[config.mk]
export PLATFORM = sky130hd
export DESIGN_NAME = jogador_automatico
export DESIGN_NICKNAME = d
export VERILOG_FILES = /design/src/rtl/jogador_automatico.sv
export SDC_FILE = /design/constraint.sdc
export NUM_CORES = 1
export LEC_CHECK = 0
export BUFFER_PORTS_ARGS = -buffer_cell sky130_fd_sc_hd__buf_4
export CORE_MARGIN = 2
export CORE_UTILIZATION = 55
export CTS_CLUSTER_SIZE = 12
export DETAILED_ROUTE_END_ITERATION = 10
export GPL_TIMING_DRIVEN = 1
export PLACE_DENSITY = 0.85
export SLEW_MARGIN = 0
export SYNTH_ARGS = -nofsm -noshare
export SYNTH_HDL_FRONTEND = slang
export SYNTH_SLANG_ARGS = --single-unit
[constraint.sdc]
create_clock -name clock -period 4.05 [get_ports clock]
set_input_delay 0.405 -clock clock [delete_from_list [all_inputs] [get_ports clock]]
set_output_delay 0.405 -clock clock [all_outputs]
set_load 0.03 [all_outputs]
[src/rtl/jogador_automatico.sv]
// Automatic player for circuito_exp7: drives iniciar/botoes, replays the stored sequence
// round by round and latches the final result. Optional macro: JOGADOR_PARADA_ANTECIPADA_EN.
module jogador_automatico #(
  parameter logic [63:0] SEQ       = 64'h4188_4422_1124_8421,
  parameter int          T_INICIAR = 5,
  parameter int          T_ESPERA  = 2000,
  parameter int          T_PRESS   = 10,
  parameter int          T_SOLTA   = 10,
  parameter int          T_FIM     = 4000
) (
  input  logic       clock,
  input  logic       reset,
  input  logic       partida,
  input  logic       perder_en,
  input  logic [3:0] rodada_perder,
  input  logic [3:0] jogada_perder,
  input  logic [3:0] botoes_perder,
  input  logic       pronto,
  input  logic       ganhou,
  input  logic       perdeu,
  output logic       iniciar,
  output logic [3:0] botoes,
  output logic       ocupado,
  output logic       fim,
  output logic       res_ganhou,
  output logic       res_perdeu,
  output logic       res_timeout,
  output logic [3:0] db_rodada,
  output logic [3:0] db_jogada,
  output logic [3:0] db_estado
);

  typedef enum logic [3:0] {
    OCIOSO    = 4'd0,
    INICIA    = 4'd1,
    ESPERA    = 4'd2,
    PRESSIONA = 4'd3,
    SOLTA     = 4'd4,
    PROXIMA   = 4'd5,
    AGUARDA   = 4'd6,
    FIM       = 4'd7
  } estado_t;

  localparam logic [15:0] CARGA_INICIAR = 16'(T_INICIAR - 1);
  localparam logic [15:0] CARGA_ESPERA  = 16'(T_ESPERA - 1);
  localparam logic [15:0] CARGA_PRESS   = 16'(T_PRESS - 1);
  localparam logic [15:0] CARGA_SOLTA   = 16'(T_SOLTA - 1);
  localparam logic [15:0] CARGA_FIM     = 16'(T_FIM - 1);

  estado_t     estado, estado_n;
  logic [3:0]  rodada, rodada_n;
  logic [3:0]  jogada, jogada_n;
  logic [15:0] timer, timer_n;
  logic        injetado, injetado_n;
  logic [3:0]  botoes_n;
  logic        res_ganhou_n, res_perdeu_n, res_timeout_n;

  function automatic logic [3:0] seq_at(input logic [3:0] k);
    seq_at = SEQ[{k, 2'b00} +: 4];
  endfunction

  always_comb begin
    // NOTE: every signal gets a default first so no path through this block infers a latch.
    estado_n      = estado;
    rodada_n      = rodada;
    jogada_n      = jogada;
    injetado_n    = injetado;
    botoes_n      = botoes;
    res_ganhou_n  = res_ganhou;
    res_perdeu_n  = res_perdeu;
    res_timeout_n = res_timeout;
    timer_n       = (timer == 16'd0) ? 16'd0 : timer - 16'd1;

    unique case (estado)
      OCIOSO, FIM: begin
        if (partida) begin
          estado_n      = INICIA;
          rodada_n      = 4'd0;
          jogada_n      = 4'd0;
          injetado_n    = 1'b0;
          res_ganhou_n  = 1'b0;
          res_perdeu_n  = 1'b0;
          res_timeout_n = 1'b0;
        end
      end
      INICIA:    if (timer == 16'd0) estado_n = ESPERA;
      ESPERA:    if (timer == 16'd0) estado_n = PRESSIONA;
      PRESSIONA: if (timer == 16'd0) estado_n = SOLTA;
      SOLTA:     if (timer == 16'd0) estado_n = PROXIMA;
      PROXIMA: begin
        // The last round has no insert: it ends after replaying play 15.
        if (injetado || (rodada == 4'd15 && jogada == 4'd15)) begin
          estado_n = AGUARDA;
        end else if ({1'b0, jogada} < ({1'b0, rodada} + 5'd1)) begin
          jogada_n = jogada + 4'd1;
          estado_n = PRESSIONA;
        end else begin
          rodada_n = rodada + 4'd1;
          jogada_n = 4'd0;
          estado_n = PRESSIONA;
        end
      end
      AGUARDA: begin
        if (pronto) begin
          res_ganhou_n = ganhou;
          res_perdeu_n = perdeu;
          estado_n     = FIM;
        end else if (timer == 16'd0) begin
          res_timeout_n = 1'b1;
          estado_n      = FIM;
        end
      end
      default: estado_n = OCIOSO;
    endcase

`ifdef JOGADOR_PARADA_ANTECIPADA_EN
    if (pronto && (estado == PRESSIONA || estado == SOLTA || estado == PROXIMA)) begin
      estado_n     = FIM;
      rodada_n     = rodada;
      jogada_n     = jogada;
      res_ganhou_n = ganhou;
      res_perdeu_n = perdeu;
    end
`endif

    if (estado_n != estado) begin
      unique case (estado_n)
        INICIA:    timer_n = CARGA_INICIAR;
        ESPERA:    timer_n = CARGA_ESPERA;
        PRESSIONA: timer_n = CARGA_PRESS;
        SOLTA:     timer_n = CARGA_SOLTA;
        AGUARDA:   timer_n = CARGA_FIM;
        default:   timer_n = 16'd0;
      endcase
    end

    // The press value is fixed on PRESSIONA entry and held for the whole press.
    if (estado_n != PRESSIONA) begin
      botoes_n = 4'd0;
    end else if (estado != PRESSIONA) begin
      injetado_n = perder_en && (rodada_n == rodada_perder) && (jogada_n == jogada_perder);
      botoes_n   = injetado_n ? botoes_perder : seq_at(jogada_n);
    end
  end

  // NOTE: sequential state uses non-blocking assignments so all flops update together.
  always_ff @(posedge clock or negedge reset) begin
    if (!reset) begin
      estado      <= OCIOSO;
      rodada      <= 4'd0;
      jogada      <= 4'd0;
      timer       <= 16'd0;
      injetado    <= 1'b0;
      iniciar     <= 1'b0;
      botoes      <= 4'd0;
      ocupado     <= 1'b0;
      fim         <= 1'b0;
      res_ganhou  <= 1'b0;
      res_perdeu  <= 1'b0;
      res_timeout <= 1'b0;
    end else begin
      estado      <= estado_n;
      rodada      <= rodada_n;
      jogada      <= jogada_n;
      timer       <= timer_n;
      injetado    <= injetado_n;
      iniciar     <= (estado_n == INICIA);
      botoes      <= botoes_n;
      ocupado     <= (estado_n != OCIOSO) && (estado_n != FIM);
      fim         <= (estado_n == FIM);
      res_ganhou  <= res_ganhou_n;
      res_perdeu  <= res_perdeu_n;
      res_timeout <= res_timeout_n;
    end
  end

  assign db_rodada = rodada;
  assign db_jogada = jogada;
  assign db_estado = estado;

endmodule

Word-level counts from Yosys, hierarchy flattened
Cells that the tools add are included.
{"block": "totals", "reg_bits": 39, "in_bits": 19, "output_inout_bits": 22, "word_cells": 92}
{"block": "op_classes", "add_sub_neg": 4, "order_cmp": 1, "n_eq_ne": 25, "shift": 1, "mux": 35, "n_reduce_logical": 14}
{"operator": "2-to-1 mux 4 bit", "n": 16}
{"operator": "indexed part select 64 x 7 -> 4 bit (first input constant)", "n": 1}
{"operator": "case mux 12 bit (4 select lines)", "n": 1}
{"operator": "2-to-1 mux 16 bit", "n": 2}
{"operator": "== test 4 x 3 -> 1 bit (second input constant)", "n": 7}
{"operator": "case mux 4 bit (7 select lines)", "n": 1}
{"operator": "== test 4 x 2 -> 1 bit (second input constant)", "n": 4}
{"operator": "zero test 16 bit", "n": 1}
{"operator": "case mux 4 bit (2 select lines)", "n": 2}
{"operator": "subtractor 16 x 1 -> 16 bit (second input constant)", "n": 1}
{"operator": "2-to-1 mux 1 bit", "n": 9}
{"operator": "adder 4 x 1 -> 4 bit (second input constant)", "n": 2}
{"operator": "== test 4 x 1 -> 1 bit (second input constant)", "n": 2}
{"operator": "== test 4 bit", "n": 2}
{"operator": "== test 4 bit (second input constant)", "n": 2}
{"operator": "inequality test 2 bit (second input constant)", "n": 4}
{"operator": "inequality test 4 x 2 -> 1 bit (second input constant)", "n": 2}
{"operator": "case mux 1 bit (2 select lines)", "n": 3}
{"operator": "adder 4 x 1 -> 5 bit (second input constant)", "n": 1}
{"operator": "< comparator 4 x 5 -> 1 bit", "n": 1}
{"operator": "logical AND 1 bit", "n": 4}
{"operator": "zero test 4 bit", "n": 1}
{"operator": "inequality test 4 x 3 -> 1 bit (second input constant)", "n": 1}
{"operator": "inequality test 4 bit", "n": 1}
{"operator": "other kinds (7)", "n": 9}

Logic depth before layout (Yosys ltp)
{"block": "depth", "depth_word": 11, "mapped_depth": 12, "mapped_depth_nobuf": 12}

Worst setup path before layout
Ideal clock, no wire load.
{"block": "synth_path", "path_kind": "register to register", "from": "register rodada[0], in the netlist db_rodada[0]", "to": "register botoes[0]", "setup_ns": 0.116, "arrival_time_ns": 3.533, "required_ns": 3.934, "path_slack_ns": 0.401, "stages_incl_launch_ff": 12, "n_path_buf": 0, "synth_period_minus_slack_ns": 3.649, "cell_sequence": "dfrtp_1 -> ha_1 -> xnor2_1 -> ha_1 -> or3_1 -> o221a_2 -> a31oi_1 -> mux2i_1 -> o32ai_1 -> or4_1 -> or2_2 -> o311ai_0"}
{"block": "synth_between", "elab_chain_len": 11, "word_cells_on_any_way": 25, "classes_between": "add/sub (2); order compare (1); eq/ne (4); shift (1); mux (12); reduce/logical (5)"}
{"item": "from (decl)", "line": "51", "rtl": "logic [3:0] rodada, rodada_n;"}
{"item": "from (signal assigned)", "line": "163", "rtl": "rodada <= rodada_n;"}
{"item": "parallel branches: the longest is 11 deep, another holds adder 4 x 1 -> 5 bit"}
{"item": "to (signal assigned)", "line": "168", "rtl": "botoes <= botoes_n;"}
{"item": "to (decl)", "line": "22", "rtl": "output logic [3:0] botoes,"}
Parallel ways; which one is timed is not known. The select of a mux whose other input is x is not followed.
A chain may end at the register's enable or synchronous reset.

Final worst setup path
{"block": "layout_path", "from": "register rodada[0], in the netlist db_rodada[0]", "to": "register botoes[2]"}
Same word-level chain as after synthesis.

==> impl_metrics.json <==
{
  "die_x_um": 72.54,
  "post-place-cells": 377,
  "rr_worst_depth": 11,
  "setup-violations-final": 0,
  "cp_slowest_stage_delay_ns": 0.64,
  "syn_nets": 315,
  "initial_core_util_pct": 58.14,
  "max_slew_margin_pct": 52.42,
  "yosysWarningCount": 0,
  "final_nets": 357,
  "drcViolationCount": 0,
  "grt_pass1_vias": 2318,
  "utilization_pct": 68.36,
  "cts_hold_buf": 0,
  "core_area_um2": 4444,
  "cts_tree": "yes",
  "synth-edff-count": 0,
  "synth.avg_cell_area_um2": 8.909,
  "max_freq_ghz": 0.2616,
  "clockBufferDepth": 2,
  "final_common_cell": "buf_4",
  "ys_ff_latch": 39,
  "drtPass1Iterations": 5,
  "synth_cell_types": 64,
  "clock_sinks": 39,
  "vias": 2477,
  "status": "completed",
  "path_cells": "ha_1 > xnor2_1 > ha_1 > or3_1 > o221a_2 > a31oi_2 > mux2i_1 > o32ai_1 > or4_1 > or2_2 > o311ai_0",
  "gp_congestion": 0.9059,
  "netlist_instances": 290,
  "port_buffers": 40,
  "final_layout_size_suffix_gt1_share_pct": 20.42,
  "synth-simple-area-share_pct": 21.07,
  "irDropWorstVdd_mv": 0.4962,
  "worstPathMaxFanout": 7,
  "worstMarginPinSlew_ns": 0.7072,
  "critPathRequiredTime_ns": 4.23,
  "critPathKind": "flop to flop",
  "hold_viol": 0,
  "synthXorXnorAreaFrac_pct": 6.780,
  "insertion_delay_ns": 0.29,
  "clkTransAtPathRegs_ns": 0.07,
  "hold_class": "input port to async pin",
  "worstReg2RegEnd": "botoes[2]",
  "syn2layout_area_growth_pct": 17.58,
  "ys.flop_type": "dfrtp_1",
  "mostFrequentLayoutCells": "46 x buf_4, 37 x dfrtp_1",
  "dp.final_hpwl_mm": 4.688,
  "root_buffer": "clkbuf_8",
  "grtUsageTotal_pct": 26.18,
  "pin_count": 41,
  "synthAdderAreaFrac_pct": 2.906,
  "p_leak_nw": 1.387,
  "cpMostUsedCell": "ha_1",
  "slew_violations": 0,
  "synth_compound_area_share_pct": 24.16,
  "rrSetupSlack_ns": 0.23,
  "final_cells": 385,
  "antenna_found_initial": 0,
  "die-height_um": 72.54,
  "cp_slowest_cell": "or4_1",
  "grt_pass1_wl_mm": 10.70,
  "antennaDiodeCount": 0,
  "grt_setup_unrepaired": "false",
  "syn-cell-area_um2": 2584,
  "ant_nets": 0,
  "setup.worst_path.start": "db_rodada[0]",
  "timing.setup.tns_ns": 0,
  "critical_path.startpoint_type": "flop",
  "drv_cap": 0,
  "period_needed_ns": 3.822,
  "r2r_start": "db_rodada[0]",
  "vias_per_cell": 6.434,
  "grt_overflow_total": 0,
  "synth_top_family_by_area": "compound AO/OA/AOI/OAI gates",
  "worstPathArrival_ns": 4.00,
  "async_flop_share_pct": 100.0,
  "cp-end-kind": "flop",
  "numCtsBuffers": 5,
  "row_count": 24,
  "yosysSeqAreaShare_pct": 37.77,
  "power_per_cell_area_nw_per_um2": 513.0,
  "muxShareOfSynthArea_pct": 1.937,
  "drt_iter0_markers": 310,
  "skew_ns": 0.004810,
  "htreeDepth": 2,
  "grt_max_degree": 40,
  "routedWlPerCell_um": 16.96,
  "drt-total-wl_mm": 6.530,
  "die_area_um2": 5262,
  "fin_crit_sh_pct": 94.38
}
[worst max-delay path, delay by kind of cell, from the launching register on]
kind / cells / cell delay (ns)
XOR/XNOR: 1 / 0.15
multiplexers: 1 / 0.23
AO/OA/AOI/OAI: 4 / 1.03
AND/OR/NAND/NOR: 3 / 1.37
flip-flops: 1 / 0.45
adder cells (fa/ha/maj): 2 / 0.47
[state kept, by name (all words and copies together), names as in the netlist]
| register | flops |
|---|---|
| iniciar | 1 |
| res_timeout | 1 |
| injetado | 1 |
| botoes | 4 |
| db_estado | 4 |
| db_rodada | 4 |
| ocupado | 1 |
| db_jogada | 4 |
| fim | 1 |
| res_perdeu | 1 |
| timer | 16 |
| res_ganhou | 1 |
[routing by layer]
| layer | GRT usage (%) | vias to the layer above | wire length [µm] |
|---|---|---|---|
| met3 | 4.583 | 10 | 347 |
| met2 | 40.81 | 96 | 3131 |
| met1 | 36.83 | 1203 | 2969 |
| li1 | - | 1168 | - |
| met4 | 9.465 | 0 | 82 |
| met5 | 0 | - | 0 |
[layout make-up]
| cell class | instances | area, µm² |
|---|---|---|
| multi-input cells | 219 | 1485 |
| fillers | 355 | 1406 |
| flip-flops and latches | 39 | 978.4 |
| repair buffers | 46 | 345.3 |
| inverters | 21 | 78.83 |
| clock buffers | 6 | 72.57 |
| well taps | 52 | 65.06 |
| clock inverters | 2 | 12.51 |
[cell families after synthesis]
logic type | Yosys count
other | 1
xor gates and xnor gates | 20
buffers and inverters | 32
AOI/OAI and AO/OA | 86
adders and majority gates | 6
DFF | 39
and+or+nand+nor | 101
muxes | 5
[cell usage after synthesis (all sizes together) (2+ instances only)]
master	number	area, µm²
a2111oi	2	36.29
a211o	3	26.28
a211oi	3	27.52
a21oi	11	58.81
a221oi	5	43.79
a31oi	4	25.02
and2	3	18.77
and3	5	31.28
buf	7	41.29
clkbuf	4	15.01
dfrtp	39	975.9
ha	6	75.07
inv	21	78.82
mux2i	5	50.05
nand2	20	75.07
nand3	11	55.05
nand4	4	25.02
nor2	20	75.07
nor2b	3	18.77
nor3	7	35.03
nor3b	3	22.52
nor4	6	37.54
o2111ai	2	17.52
o211ai	5	37.54
o21a	2	15.01
o21ai	23	115.1
o21bai	2	15.01
o221ai	2	17.52
o22ai	4	25.02
o311ai	3	26.28
o31a	2	17.52
or2	2	12.51
or3	5	31.28
or4	6	52.55
xnor2	12	105.1
xor2	8	70.07
[metrics by stage]
step | setup WS, ns | area, µm² | hold slack (ns) | total power (W)
floorplan | 0.4010 | 2584 | 0.1094 | 0.001111
global route | 0.01929 | 3038 | 0.1027 | 0.001675
global placement | 0.3512 | 2938 | 0.4018 | 0.001260
finish | 0.2275 | 3038 | 0.07136 | 0.001559
CTS | 0.1380 | 3023 | 0.08512 | 0.001556
detailed placement | 0.1848 | 2938 | 0.4031 | 0.001287
[power by group]
part | switching, W | internal, W
registers | 0.0000923 | 0.000470
logic | 0.000415 | 0.000330
clock network | 0.000132 | 0.000120
[worst max-delay path by stage]
stage	slack, ns	depth (start not counted)	end
2_1_floorplan	0.40	11	botoes[0]
3_3_place_gp	0.35	11	botoes[0]
3_5_place_dp	0.18	11	botoes[0]
4_1_cts	0.14	11	botoes[0]
5_1_grt	0.02	11	botoes[2]
6_report	0.23	11	botoes[2]
[repair_timing]
| action | CTS | global route |
|---|---|---|
| resized for setup | 0 | 5 |
| setup endpoints to repair | 0 | 2 |
| buffers inserted | 0 | 0 |
Power figures use the tool's default switching activity.
